<file path="config.mk">
export PLATFORM = sky130hd
export DESIGN_NAME = timer_bank
export DESIGN_NICKNAME = d
export VERILOG_FILES = /design/src/rtl/timer_bank.sv
export SDC_FILE = /design/constraint.sdc
export NUM_CORES = 1
export LEC_CHECK = 0
export BUFFER_PORTS_ARGS = -buffer_cell sky130_fd_sc_hd__buf_2
export CORE_MARGIN = 1
export CORE_UTILIZATION = 62
export DETAILED_ROUTE_END_ITERATION = 8
export HOLD_SLACK_MARGIN = 0.12
export PLACE_DENSITY = 0.81
export RECOVER_POWER = 100
export SYNTH_ARGS = -nofsm -noshare
export SYNTH_HDL_FRONTEND = slang
export SYNTH_SLANG_ARGS = --single-unit
</file>
<file path="constraint.sdc">
create_clock -name clk -period 7 [get_ports clk]
set_input_delay 0.35 -clock clk [delete_from_list [all_inputs] [get_ports clk]]
set_output_delay 0.35 -clock clk [all_outputs]
set_load 0.02 [all_outputs]
</file>
<file path="src/rtl/timer_bank.sv">
`default_nettype none
// ============================================================================
//  Module   : timer_bank
//  Purpose  : Bank of CHANNELS independent down-counting timers. Each channel
//             has a reload value, a prescaler, periodic/one-shot modes, an
//             external rising-edge tick source, a sticky terminal-count flag
//             and an interrupt output. Configured through a register-write
//             port and observed through a registered read port.
//  Revision : 1.0  initial release
// ----------------------------------------------------------------------------
//  Ports
//    clk          clock
//    reset        asynchronous, active-high reset
//    cfg_we_i     register write strobe
//    cfg_ch_i     channel selected for write (out-of-range writes ignored)
//    cfg_addr_i   0=reload 1=control 2=prescale 3=flag clear (wdata[0])
//    cfg_wdata_i  write data
//    rd_ch_i      channel selected for read (out-of-range reads return 0)
//    rd_addr_i    0=reload 1=control 2=current count 3=status {0,flag}
//    rd_data_o    registered read data (1-cycle latency)
//    ext_tick_i   per-channel external tick, synchronous to clk
//    tc_pulse_o   per-channel one-cycle terminal-count pulse
//    irq_o        per-channel flag & irq_en
//  Control bits: [0] enable, [1] one_shot, [2] src (1=ext), [3] irq_en
// ============================================================================
module timer_bank #(
    parameter  int WIDTH      = 16,
    parameter  int CHANNELS   = 3,
    parameter  int PRESCALE_W = 8,
    localparam int CW         = $clog2(CHANNELS)
) (
    input  logic                clk,
    input  logic                reset,
    input  logic                cfg_we_i,
    input  logic [CW-1:0]       cfg_ch_i,
    input  logic [1:0]          cfg_addr_i,
    input  logic [WIDTH-1:0]    cfg_wdata_i,
    input  logic [CW-1:0]       rd_ch_i,
    input  logic [1:0]          rd_addr_i,
    output logic [WIDTH-1:0]    rd_data_o,
    input  logic [CHANNELS-1:0] ext_tick_i,
    output logic [CHANNELS-1:0] tc_pulse_o,
    output logic [CHANNELS-1:0] irq_o
);

    localparam logic [1:0] ADDR_RELOAD   = 2'd0;
    localparam logic [1:0] ADDR_CONTROL  = 2'd1;
    localparam logic [1:0] ADDR_PRESCALE = 2'd2;
    localparam logic [1:0] ADDR_FLAG     = 2'd3;

    // Flattened per-channel state, gathered for the read mux.
    logic [CHANNELS*WIDTH-1:0] reload_all;
    logic [CHANNELS*WIDTH-1:0] count_all;
    logic [CHANNELS*4-1:0]     ctrl_all;
    logic [CHANNELS-1:0]       flag_all;

    for (genvar g = 0; g < CHANNELS; g++) begin : g_ch
        logic [WIDTH-1:0]      count_q, count_d;
        logic [WIDTH-1:0]      reload_q, reload_d;
        logic [3:0]            ctrl_q, ctrl_d;
        logic [PRESCALE_W-1:0] prescale_q, prescale_d;
        logic [PRESCALE_W-1:0] pre_cnt_q, pre_cnt_d;
        logic                  flag_q, flag_d;
        logic                  tc_q, tc_d;
        logic                  ext_q;
        logic                  wr_sel;
        logic                  pre_run;
        logic                  pre_tick;
        logic                  ext_tick;
        logic                  tick;

        // An out-of-range cfg_ch_i matches no channel, so the write is dropped.
        assign wr_sel   = cfg_we_i && (cfg_ch_i == CW'(g));
        assign pre_run  = ctrl_q[0] & ~ctrl_q[2];
        assign pre_tick = pre_run && (pre_cnt_q == prescale_q);
        assign ext_tick = ctrl_q[0] & ctrl_q[2] & ext_tick_i[g] & ~ext_q;
        assign tick     = pre_tick | ext_tick;

        always_comb begin
            count_d    = count_q;
            reload_d   = reload_q;
            ctrl_d     = ctrl_q;
            prescale_d = prescale_q;
            flag_d     = flag_q;
            tc_d       = 1'b0;
            // Prescaler free-runs while enabled on the internal source and
            // sits at zero otherwise.
            pre_cnt_d  = '0;
            if (pre_run && !pre_tick) begin
                pre_cnt_d = pre_cnt_q + 1'b1;
            end

            // Configuration writes (other than flag clear) take priority and
            // swallow any tick landing in the same cycle.
            if (wr_sel && cfg_addr_i == ADDR_RELOAD) begin
                reload_d  = cfg_wdata_i;
                count_d   = cfg_wdata_i;
                pre_cnt_d = '0;
            end else if (wr_sel && cfg_addr_i == ADDR_CONTROL) begin
                ctrl_d = cfg_wdata_i[3:0];
            end else if (wr_sel && cfg_addr_i == ADDR_PRESCALE) begin
                prescale_d = cfg_wdata_i[PRESCALE_W-1:0];
                pre_cnt_d  = '0;
            end else if (tick) begin
                if (count_q != '0) begin
                    count_d = count_q - 1'b1;
                end else begin
                    tc_d = 1'b1;
                    if (ctrl_q[1]) begin
                        ctrl_d[0] = 1'b0;
                    end else begin
                        count_d = reload_q;
                    end
                end
            end

            // Set wins over a simultaneous clear.
            if (wr_sel && cfg_addr_i == ADDR_FLAG && cfg_wdata_i[0]) begin
                flag_d = 1'b0;
            end
            if (tc_d) begin
                flag_d = 1'b1;
            end
        end

        always_ff @(posedge clk or posedge reset) begin
            if (reset) begin
                count_q    <= '0;
                reload_q   <= '0;
                ctrl_q     <= '0;
                prescale_q <= '0;
                pre_cnt_q  <= '0;
                flag_q     <= 1'b0;
                tc_q       <= 1'b0;
                ext_q      <= 1'b0;
            end else begin
                count_q    <= count_d;
                reload_q   <= reload_d;
                ctrl_q     <= ctrl_d;
                prescale_q <= prescale_d;
                pre_cnt_q  <= pre_cnt_d;
                flag_q     <= flag_d;
                tc_q       <= tc_d;
                ext_q      <= ext_tick_i[g];
            end
        end

        assign reload_all[g*WIDTH +: WIDTH] = reload_q;
        assign count_all[g*WIDTH +: WIDTH]  = count_q;
        assign ctrl_all[g*4 +: 4]           = ctrl_q;
        assign flag_all[g]                  = flag_q;
        assign tc_pulse_o[g]                = tc_q;
        assign irq_o[g]                     = flag_q & ctrl_q[3];
    end

    logic [WIDTH-1:0] rd_data_q, rd_data_d;

    always_comb begin
        rd_data_d = '0;
        for (int i = 0; i < CHANNELS; i++) begin
            if (rd_ch_i == CW'(i)) begin
                case (rd_addr_i)
                    ADDR_RELOAD:  rd_data_d = reload_all[i*WIDTH +: WIDTH];
                    ADDR_CONTROL: rd_data_d = {{(WIDTH-4){1'b0}}, ctrl_all[i*4 +: 4]};
                    2'd2:         rd_data_d = count_all[i*WIDTH +: WIDTH];
                    default:      rd_data_d = {{(WIDTH-1){1'b0}}, flag_all[i]};
                endcase
            end
        end
    end

    always_ff @(posedge clk or posedge reset) begin
        if (reset) begin
            rd_data_q <= '0;
        end else begin
            rd_data_q <= rd_data_d;
        end
    end

    assign rd_data_o = rd_data_q;

endmodule
`default_nettype wire

</file>
# Word-level counts from Yosys, hierarchy flattened
# Index checks and enable logic that the tools add are counted.
[word_totals]
wordCells = 221
reg_bits = 181
out_inout_bits = 22
inputBits = 30
[op_classes]
muxes = 72
n_addsub = 6
n_eq_ne = 27
bitwise_logic = 30
reduce_logical = 58
[op_table]
columns = ["cell", "count"]
rows = [
  ["2-to-1 mux 16 bit", 21],
  ["one-hot mux 16 bit (3 select lines)", 3],
  ["2-to-1 mux 8 bit", 12],
  ["nonzero test 16 bit", 3],
  ["subtractor 16 x 1 -> 16 bit, second input constant", 3],
  ["2-to-1 mux 1 bit", 36],
  ["adder 8 x 1 -> 8 bit, second input constant", 3],
  ["equality test 8 bit", 3],
  ["logical AND 1 bit", 24],
  ["inequality test 2 bit, second input constant", 12],
  ["nonzero test 2 bit", 12],
  ["bitwise AND 1 bit", 15],
  ["AND reduction 5 bit", 3],
  ["inverter 1 bit", 12],
  ["AND reduction 4 bit", 3],
  ["equality test 2 bit, second input constant", 5],
  ["inequality test 3 x 1 -> 1 bit, second input constant", 3],
  ["AND reduction 3 bit", 3],
  ["equality test 2 x 1 -> 1 bit, second input constant", 4],
  ["zero test 2 bit", 4],
  ["AND reduction 2 bit", 3],
  ["zero test 1 bit", 3],
  ["bitwise OR 1 bit", 3],
]

# Logic depth before layout (Yosys ltp)
# Gate-level depths: netlist of the first run.
[depth]
word_depth = 9
ltp_mapped = 9

# Least setup slack after synthesis of the first run
# Ideal clock, no wire load.
[synth_path]
kind = "flip-flop to flip-flop"
startpoint = "register g_ch[1].count_q[0]"
endpoint = "register g_ch[1].count_q[10]"
path_stages_with_launch = 9
setup_time_ps = 125
n_path_buf = 1
arrival_ps = 2093
period_less_slack_ps = 2218
slack_ps = 4782
t_required_ps = 6875
path_cell_list = "dfrtp_1 -> inv_1 -> ha_1 -> or3b_1 -> buf_2 -> or4_1 -> a211oi_1 -> o21ai_1 -> mux2_4"
[synth_between]
elab_chain_len = 6
word_cells_on_any_way = 9
cone_classes = "add/sub: 1; eq/ne: 1; mux: 5; reduce/logical: 2"
[synth_rtl]
columns = ["item", "line_no", "rtl"]
rows = [
  ["from (decl)", "58", "logic [WIDTH-1:0] count_q, count_d;"],
  ["from (signal assigned)", "137", "count_q <= count_d;"],
  ["subtractor 16 x 1 -> 16 bit / nonzero test 16 bit (equally long branches)", "106, 105", ""],
  ["2-to-1 mux 16 bit", "105", "if (count_q != '0) begin"],
  ["2-to-1 mux 16 bit", "104", "end else if (tick) begin"],
  ["2-to-1 mux 16 bit", "101", "end else if (wr_sel && cfg_addr_i == ADDR_PRESCALE) begin"],
  ["2-to-1 mux 16 bit", "99", "end else if (wr_sel && cfg_addr_i == ADDR_CONTROL) begin"],
  ["2-to-1 mux 16 bit", "95", "if (wr_sel && cfg_addr_i == ADDR_RELOAD) begin"],
]
# Several ways; a longest one is shown, not always the timed one. The select of a mux whose other input is x is not followed.
# A chain may end at the register's enable or synchronous reset.

# Worst setup path after layout of the first run
[layout_path]
startpoint = "input port cfg_ch_i[1]"
endpoint = "register g_ch[1].count_q[8]"
[layout_between]
elab_chain_len = 5
word_cells_on_any_way = 11
cone_classes = "eq/ne: 4; mux: 1; reduce/logical: 6"
[layout_rtl]
columns = ["item", "line_no", "rtl"]
rows = [
  ["from (decl)", "35", "input logic [CW-1:0] cfg_ch_i,"],
  ["equality test 2 x 1 -> 1 bit (*)", "73", "assign wr_sel = cfg_we_i && (cfg_ch_i == CW'(g));"],
  ["logical AND 1 bit (*)", "73", ""],
  ["logical AND 1 bit, on equally long branches", "95, 101, 99", ""],
  ["inequality test 3 x 1 -> 1 bit (no line), or another cell as far along", "-", ""],
  ["AND reduction 4 bit (no line)", "-", ""],
]
# Every way passes the cells marked *; elsewhere a longest branch is shown, timed or not.

==> impl_results.md, run 1 <==
* Initial Utilization at 64.2%
* Ports at 52
* Tmin final at 4.21 ns
* Area post-placement at 10600 sq um
* Vias in the first global route at 8371
* Row cnt at 46
* Setup WS pre-CTS at 4.05 ns
* Mapped Avg Cell Area at 9.64 sq um
* Maximum vdd ir drop at 0.000243 V
* Fin. Hold Viols at 0
* Via count at 8674
* First-pass GRT wire length at 45.8 mm
* Total of max-cap violations at 5
* HPWL Detailed at 19.2 mm
* GRT Overall Usage at 36.1%
* Busiest layer in global routing: met2
* Met1 GRT Util at 48.4%
* Hold_ws at 0.200 ns
* Placer Congestion at 0.948
* H-tree depth at 4
* Crit Path Max Fanout at 29
* Finished Cell Area at 11100 sq um
* Predominant post-synthesis flop cell: dfrtp_1
* Layout cells sized above 1 at 12.9%
* DR iter-0 viols at 1072
* Drc violations at 0
* Met2 usage at 54.6%
* Slew @ Worst Pin at 5.37 ns
* DRT Pass-1 Iters at 5
* GR Overflow Total at 0
* Final Max Slew Viols at 217
* Synth unique cells at 87
* Die ar. at 17200 sq um
* Dpl cells at 1278
* Crit. End Element: flop
* Port Buf Inserts at 51
* CTS tree: done
* Post-CTS Setup Bufs at 0
* Die width at 131 um
* HP Class: input pin to flop
* Clock Skew at 0.0117 ns
* Initial antenna violation count at 0
* Final period utilization at 60.2%
* Fin util at 69.3%
* PwrDens at 337 nW/um^2
* Largest net degree at the start of global routing at 121
* Resized cells post-CTS at 0
* CP arrival at 4.53 ns
* WL per Instance at 21.8 um
* Violated checks: max-capacitance violations, max-slew violations
* Met3 Use GR at 8.02%
* Worst setup SP type: input pin
* Clk slew on worst S/H paths at 0.07 ns
* Worst skew pair latency at 0.45 ns
* EDFF count, synth at 0
* Total power at 3.75 mW
* Synthesized net count at 1109
* Vias per Instance at 6.61
* #FFs+latches synth at 181
* Clock root cell: clkbuf_16
* Hold buffers post-CTS at 3
* Status: finished, violations left
* R2R depth at 7
* RSZ-0062 raised after global routing: false
* Synth-to-layout area growth at 7.90%
* Fmax at 237 MHz
* Register area share after synthesis at 43.9%
* Synth Cell Area at 10300 sq um
* Yosys warns at 0
* Setup TNS at 0 ns
* Nets at 1123
* Clk buf depth at 2
* Final cell count without fillers at 1313
* P_leak at 4.96 nW
* Setup violations, final at 0
* Core area at 16100 sq um
* Diodes inserted at 0
* Final setup margin at 2.79 ns
* Routed wire length at 28.7 mm
* WHS Path Cells at 3
* Die Ht at 131 um
* Asr flop ratio synth at 100%
* Num CTS Buffers at 17
* Clk sinks at 181
* Setup CP Type: input pin to flop
* Slew HR at -260%
* Post-Syn Instances at 1070
* Remaining antenna violation count after routing at 0
* Crit path required time at 7.32 ns
[routing by layer]
layer / wire [um] / part of all wire, % / vias up
met5: 0 / 0 / -
met4: 1580 / 5.5 / 0
met3: 2520 / 8.8 / 107
met2: 12700 / 44 / 452
met1: 11900 / 42 / 4226
li1: - / - / 3889
[worst max-delay path, stage by stage]
cell       delay [ns]
clkbuf_1         0.26
nand4bb_1        0.30
or2_0            1.32
o21ai_0          1.59
mux2_4           0.69
[power breakdown]
group          internal (mW)  switching [mW]  leakage, nW
Clock                  0.500           0.446        0.272
Sequential              1.29           0.343         2.32
Combinational          0.536           0.642         2.37
Total                   2.32            1.43         4.96
[state kept, by name, indices dropped and copies added (netlist names)]
register	flops
g_ch.count_q	48
g_ch.tc_q	3
g_ch.flag_q	3
g_ch.ext_q	3
g_ch.pre_cnt_q	24
g_ch.prescale_q	24
g_ch.ctrl_q	12
g_ch.reload_q	48
rd_data_o	16
[cell families after synthesis]
group / after synthesis / synth area share [%]
XOR/XNOR: 57 / 4.84
AO/OA/AOI/OAI: 194 / 13.1
adder cells (fa/ha/maj): 9 / 1.09
AND/OR/NAND/NOR: 429 / 20.8
buffers and inverters: 91 / 3.80
flip-flops: 181 / 43.9
multiplexers: 109 / 12.5
[cell type report]
cell class                      instances  area, sq um
Multi-Input combinational cell        798         5380
Fill cell                            1277         4930
Sequential cell                       181         4530
Clock buffer                           18          429
Timing Repair Buffer                   60          284
Tap cell                              216          270
Clock inverter                         14          141
Inverter                               26         98.8
[cell usage in the layout, fill, tap and decap left out, types with 25 or more instances in the layout]
cell	count
clkbuf_1	32
dfrtp_1	181
inv_1	25
mux2_2	45
mux2i_1	35
nand2_1	170
nor2_1	73
nor3_1	36
o21ai_0	52
xnor2_1	30
xor2_1	27
[final timing paths]
path,startpoint,to,slack (ns)
setup / recovery,cfg_ch_i[1],g_ch[1].count_q[8],2.79
hold / removal,cfg_wdata_i[10],g_ch[2].reload_q[10],0.20
setup reg to reg,g_ch[1].count_q[0],g_ch[1].count_q[13],2.94
hold reg to reg,g_ch[2].reload_q[14],g_ch[2].reload_q[14],0.50
max in group asynchronous,reset,g_ch[1].pre_cnt_q[2],3.03
min in group asynchronous,reset,g_ch[2].count_q[4],1.54
[cell usage after synthesis (11+ instances only)]
cell | instances | area share (%)
o21ai_0 | 46 | 2.2
mux2_1 | 14 | 1.5
a21oi_1 | 23 | 1.1
a211oi_1 | 11 | 0.80
a22oi_1 | 12 | 0.87
nor2_1 | 73 | 2.7
mux2i_1 | 35 | 3.4
and4_1 | 12 | 1.0
nand2_1 | 170 | 6.2
nor4_1 | 18 | 1.1
buf_2 | 11 | 0.53
mux2_2 | 45 | 4.9
xor2_1 | 27 | 2.3
nor3_1 | 36 | 1.7
nand2b_1 | 11 | 0.67
nand3_1 | 17 | 0.82
nand4_1 | 14 | 0.85
and3_1 | 13 | 0.79
clkbuf_1 | 42 | 1.5
xnor2_1 | 30 | 2.5
inv_1 | 26 | 0.95
dfrtp_1 | 181 | 44
Power figures use the tool's default switching activity.
==> inputs of run 2 (changes only) <==
- ABC_AREA: unset -> 1
- CORE_UTILIZATION: 62 -> 56
- PLACE_DENSITY: 0.81 -> 0.77
- clock period: 7 -> 3.7 ns (I/O delays scaled with it)
==> run 2 against run 1 <==
Compared with the run above: clock skew up 0.00063 ns; critical path depth up 7; total power up 110%; clock power up 100%; sequential share of layout area down 0.82 points; clock-buffer cell count down 1; setup slack worse by 1.9 ns; cell area up 2.0%; highest routed layer unchanged; the flow still finishes with violations (max-capacitance violations, max-slew violations); critical endpoint is now g_ch[0].count_q[13]; critical path type unchanged; register-to-register slack worse by 1.8 ns; global-route usage down 3.6 points.
==> impl_results.md, run 2 <==
* Biggest regs: g_ch.count_q: 48 flops, g_ch.reload_q: 48 flops
* Diodes inserted at 0
* #FFs+latches synth at 181
* Fin. Hold Viols at 0
* Violated checks: max-capacitance violations, max-slew violations
* CP max stage cell: clkbuf_1
* Vias in the first global route at 9082
* Placer Congestion at 0.993
* Status: finished, violations left
* WL per Instance at 17.0 um
* WHS Path Cells at 3
* Clock root cell: clkbuf_16
* Tmin final at 2.85 ns
* Drc violations at 0
* Nets at 1497
* Multi-input logic area at 4860 sq um
* Met3 Use GR at 6.55%
* Crit. End Element: flop
* Worst setup SP type: input pin
* Commonest non-fill, non-tap cell in the layout: nand2_1
* Routed wire length at 28.9 mm
* Synthesized net count at 1442
* FF+latch area at 4530 sq um
* Crit Path Max Fanout at 39
* Area share of the largest cell type after synthesis at 44.2%
* Synth unique cells at 42
* Port Buf Inserts at 51
* Worst path buffer plus inverter count at 4
* Num CTS Buffers at 17
* Vias per Instance at 5.70
* Reg-to-Reg End: g_ch[0].count_q[12]
* Yosys warns at 0
* R2R depth at 11
* Final Max Slew Viols at 40
* Die width at 137 um
* Finished Cell Area at 11400 sq um
* Mapped Avg Cell Area at 7.31 sq um
* Clk buf depth at 2
* EDFF count, synth at 0
* Clock Skew at 0.0123 ns
* Layout cells sized above 1 at 5.78%
* Hold buffers post-CTS at 19
* Register area share after synthesis at 44.2%
* Cell taking the most area after synthesis: dfrtp_1
* Worst skew pair latency at 0.44 ns
* Cell family with most CP delay: buffers and inverters
* Synth top area cells: dfrtp_1 (44%), nand2_1 (15%), o21ai_0 (6.3%), nand3_1 (5.6%), inv_1 (5.3%)
* Initial antenna violation count at 0
* Busiest layer in global routing: met2
* CP max stage delay at 1.12 ns
* Synth Cell Area at 10300 sq um
* Count leader, synth: nand2_1
* Hold_ws at 0.140 ns
* Fillers at 1598
* Post-CTS Setup Bufs at 0
* H-tree depth at 4
* Crit path top cell by count: nand2_1
* Asr flop ratio synth at 100%
* Die ar. at 18900 sq um
* Met2 usage at 51.6%
* Most frequent cells after synthesis: nand2_1 (418), dfrtp_1 (181), inv_1 (145)
* Final period utilization at 77.0%
* Resized cells post-CTS at 0
* Area post-placement at 10700 sq um
* Clk slew on worst S/H paths at 0.07 ns
* R2R Setup Slk at 1.13 ns
* PwrDens at 680 nW/um^2
* R2R Path Start: g_ch[0].count_q[0]
* HP Class: input pin to flop
* Met1 GRT Util at 44.4%
* First-pass GRT wire length at 46.6 mm
* Setup CP Type: input pin to flop
* Setup TNS at 0 ns
* Crit path required time at 4.04 ns
* Via count at 9685
* HPWL Detailed at 20.2 mm
* Slew HR at -1.46%
* Ports at 52
* Slew @ Worst Pin at 1.52 ns
* Synth-to-layout area growth at 10.7%
* GRT Overall Usage at 32.5%
* Total of max-cap violations at 1
* Hold Path Sink: g_ch[2].reload_q[6]
* Setup WS pre-CTS at 1.36 ns
* DRT Pass-1 Iters at 5
* Hold Startpoint: cfg_wdata_i[6]
* DR iter-0 viols at 939
* Post-Syn Instances at 1403
* CP arrival at 3.19 ns
* Most frequent cells in the layout: nand2_1 (422), dfrtp_1 (181), o21ai_0 (157), inv_1 (148), nor2_1 (137)
* Largest net degree at the start of global routing at 182
* RSZ-0062 raised after global routing: false
* Final setup margin at 0.851 ns
* Setup violations, final at 0
* Remaining antenna violation count after routing at 0
* Crit-path cells: clkbuf_1, inv_1, nand2_4, nor2_1, clkbuf_1, inv_2, nand2_1, o21ai_0, o21ai_0, nand2_1, nand2_1, nand2_1
* Die Ht at 137 um
* Predominant post-synthesis flop cell: dfrtp_1
* Core area at 18000 sq um
* CTS tree: done
* Initial Utilization at 57.1%
* Maximum vdd ir drop at 0.000447 V
* Clk sinks at 181
* GR Overflow Total at 0
* Row cnt at 49
* Crit path depth at 12
* P_leak at 5.66 nW
* Fmax at 351 MHz
-- run 2: cell types whose count changed after synthesis, sizes merged, moves of 23 or more --
cell	before	now
nand2	171	426
nand3	17	116
nor3	37	7
o21ai	58	167
inv	26	155
mux2i	35	0
nor2	74	150
mux2	68	0
nor4	23	0
clkbuf	44	17
-- run 2: final cells by class --
cell class	instances	area share, %
inverter	157	5.22
multi-input combinational	1022	42.8
sequential	181	39.9
timing repair buffer	79	4.19
tap	229	2.52
clock buffer	17	3.75
clock inverter	15	1.63
-- run 2: kinds of logic after synthesis --
family / after synthesis / share of synthesized area [%]
buffers and inverters: 200 / 7.95
adders and majority gates: 9 / 1.10
and+or+nand+nor: 720 / 29.7
xor gates and xnor gates: 42 / 3.59
AOI/OAI and AO/OA: 251 / 13.6
DFF: 181 / 44.2
-- run 2: worst max-delay path by stage --
| stage | slack [ns] | startpoint | to |
|---|---|---|---|
| 2_1_floorplan | 1.19 | reset | g_ch[0].count_q[0] |
| 3_3_place_gp | 1.44 | g_ch[1].count_q[13] | g_ch[1].count_q[14] |
| 3_5_place_dp | 1.36 | g_ch[1].count_q[13] | g_ch[1].count_q[13] |
| 4_1_cts | 1.34 | g_ch[1].count_q[13] | g_ch[1].count_q[13] |
| 5_1_grt | 0.57 | cfg_addr_i[0] | g_ch[0].count_q[13] |
| 6_report | 0.85 | cfg_addr_i[0] | g_ch[0].count_q[13] |
-- run 2: metrics by stage --
stage | instances | total power [mW] | util, %
after floorplan | 1403 | 5.03 | -
after global placement | 1649 | 5.73 | 59.3
after detailed placement | 1649 | 5.80 | 59.3
after CTS | 1700 | 7.74 | 63.8
after global routing | 1700 | 8.30 | 63.2
final | 1700 | 7.73 | 63.2
-- run 2: worst register-to-register path: stages, from the launching register on --
cell,delay [ns]
dfrtp_1,0.40
inv_1,0.14
ha_1,0.19
nand3_1,0.09
nor2_1,0.16
nand2_1,0.43
nor3_1,0.44
nor2_2,0.09
nand2_4,0.25
inv_2,0.14
nand2_1,0.09
nand2_1,0.05
-- run 2: report_power, final --
part | switching (mW) | internal, mW | leakage [nW]
sequential | 0.420 | 2.46 | 2.31
clock | 0.879 | 1.03 | 0.297
combinational | 1.94 | 1.00 | 3.05
-- run 2: layer usage --
layer / up-vias / part of all wire (%) / wire length (um)
li1: 4629 / - / -
met4: 0 / 2.6 / 750
met5: - / 0 / 0
met2: 436 / 46 / 13400
met1: 4557 / 42 / 12200
met3: 63 / 8.7 / 2530
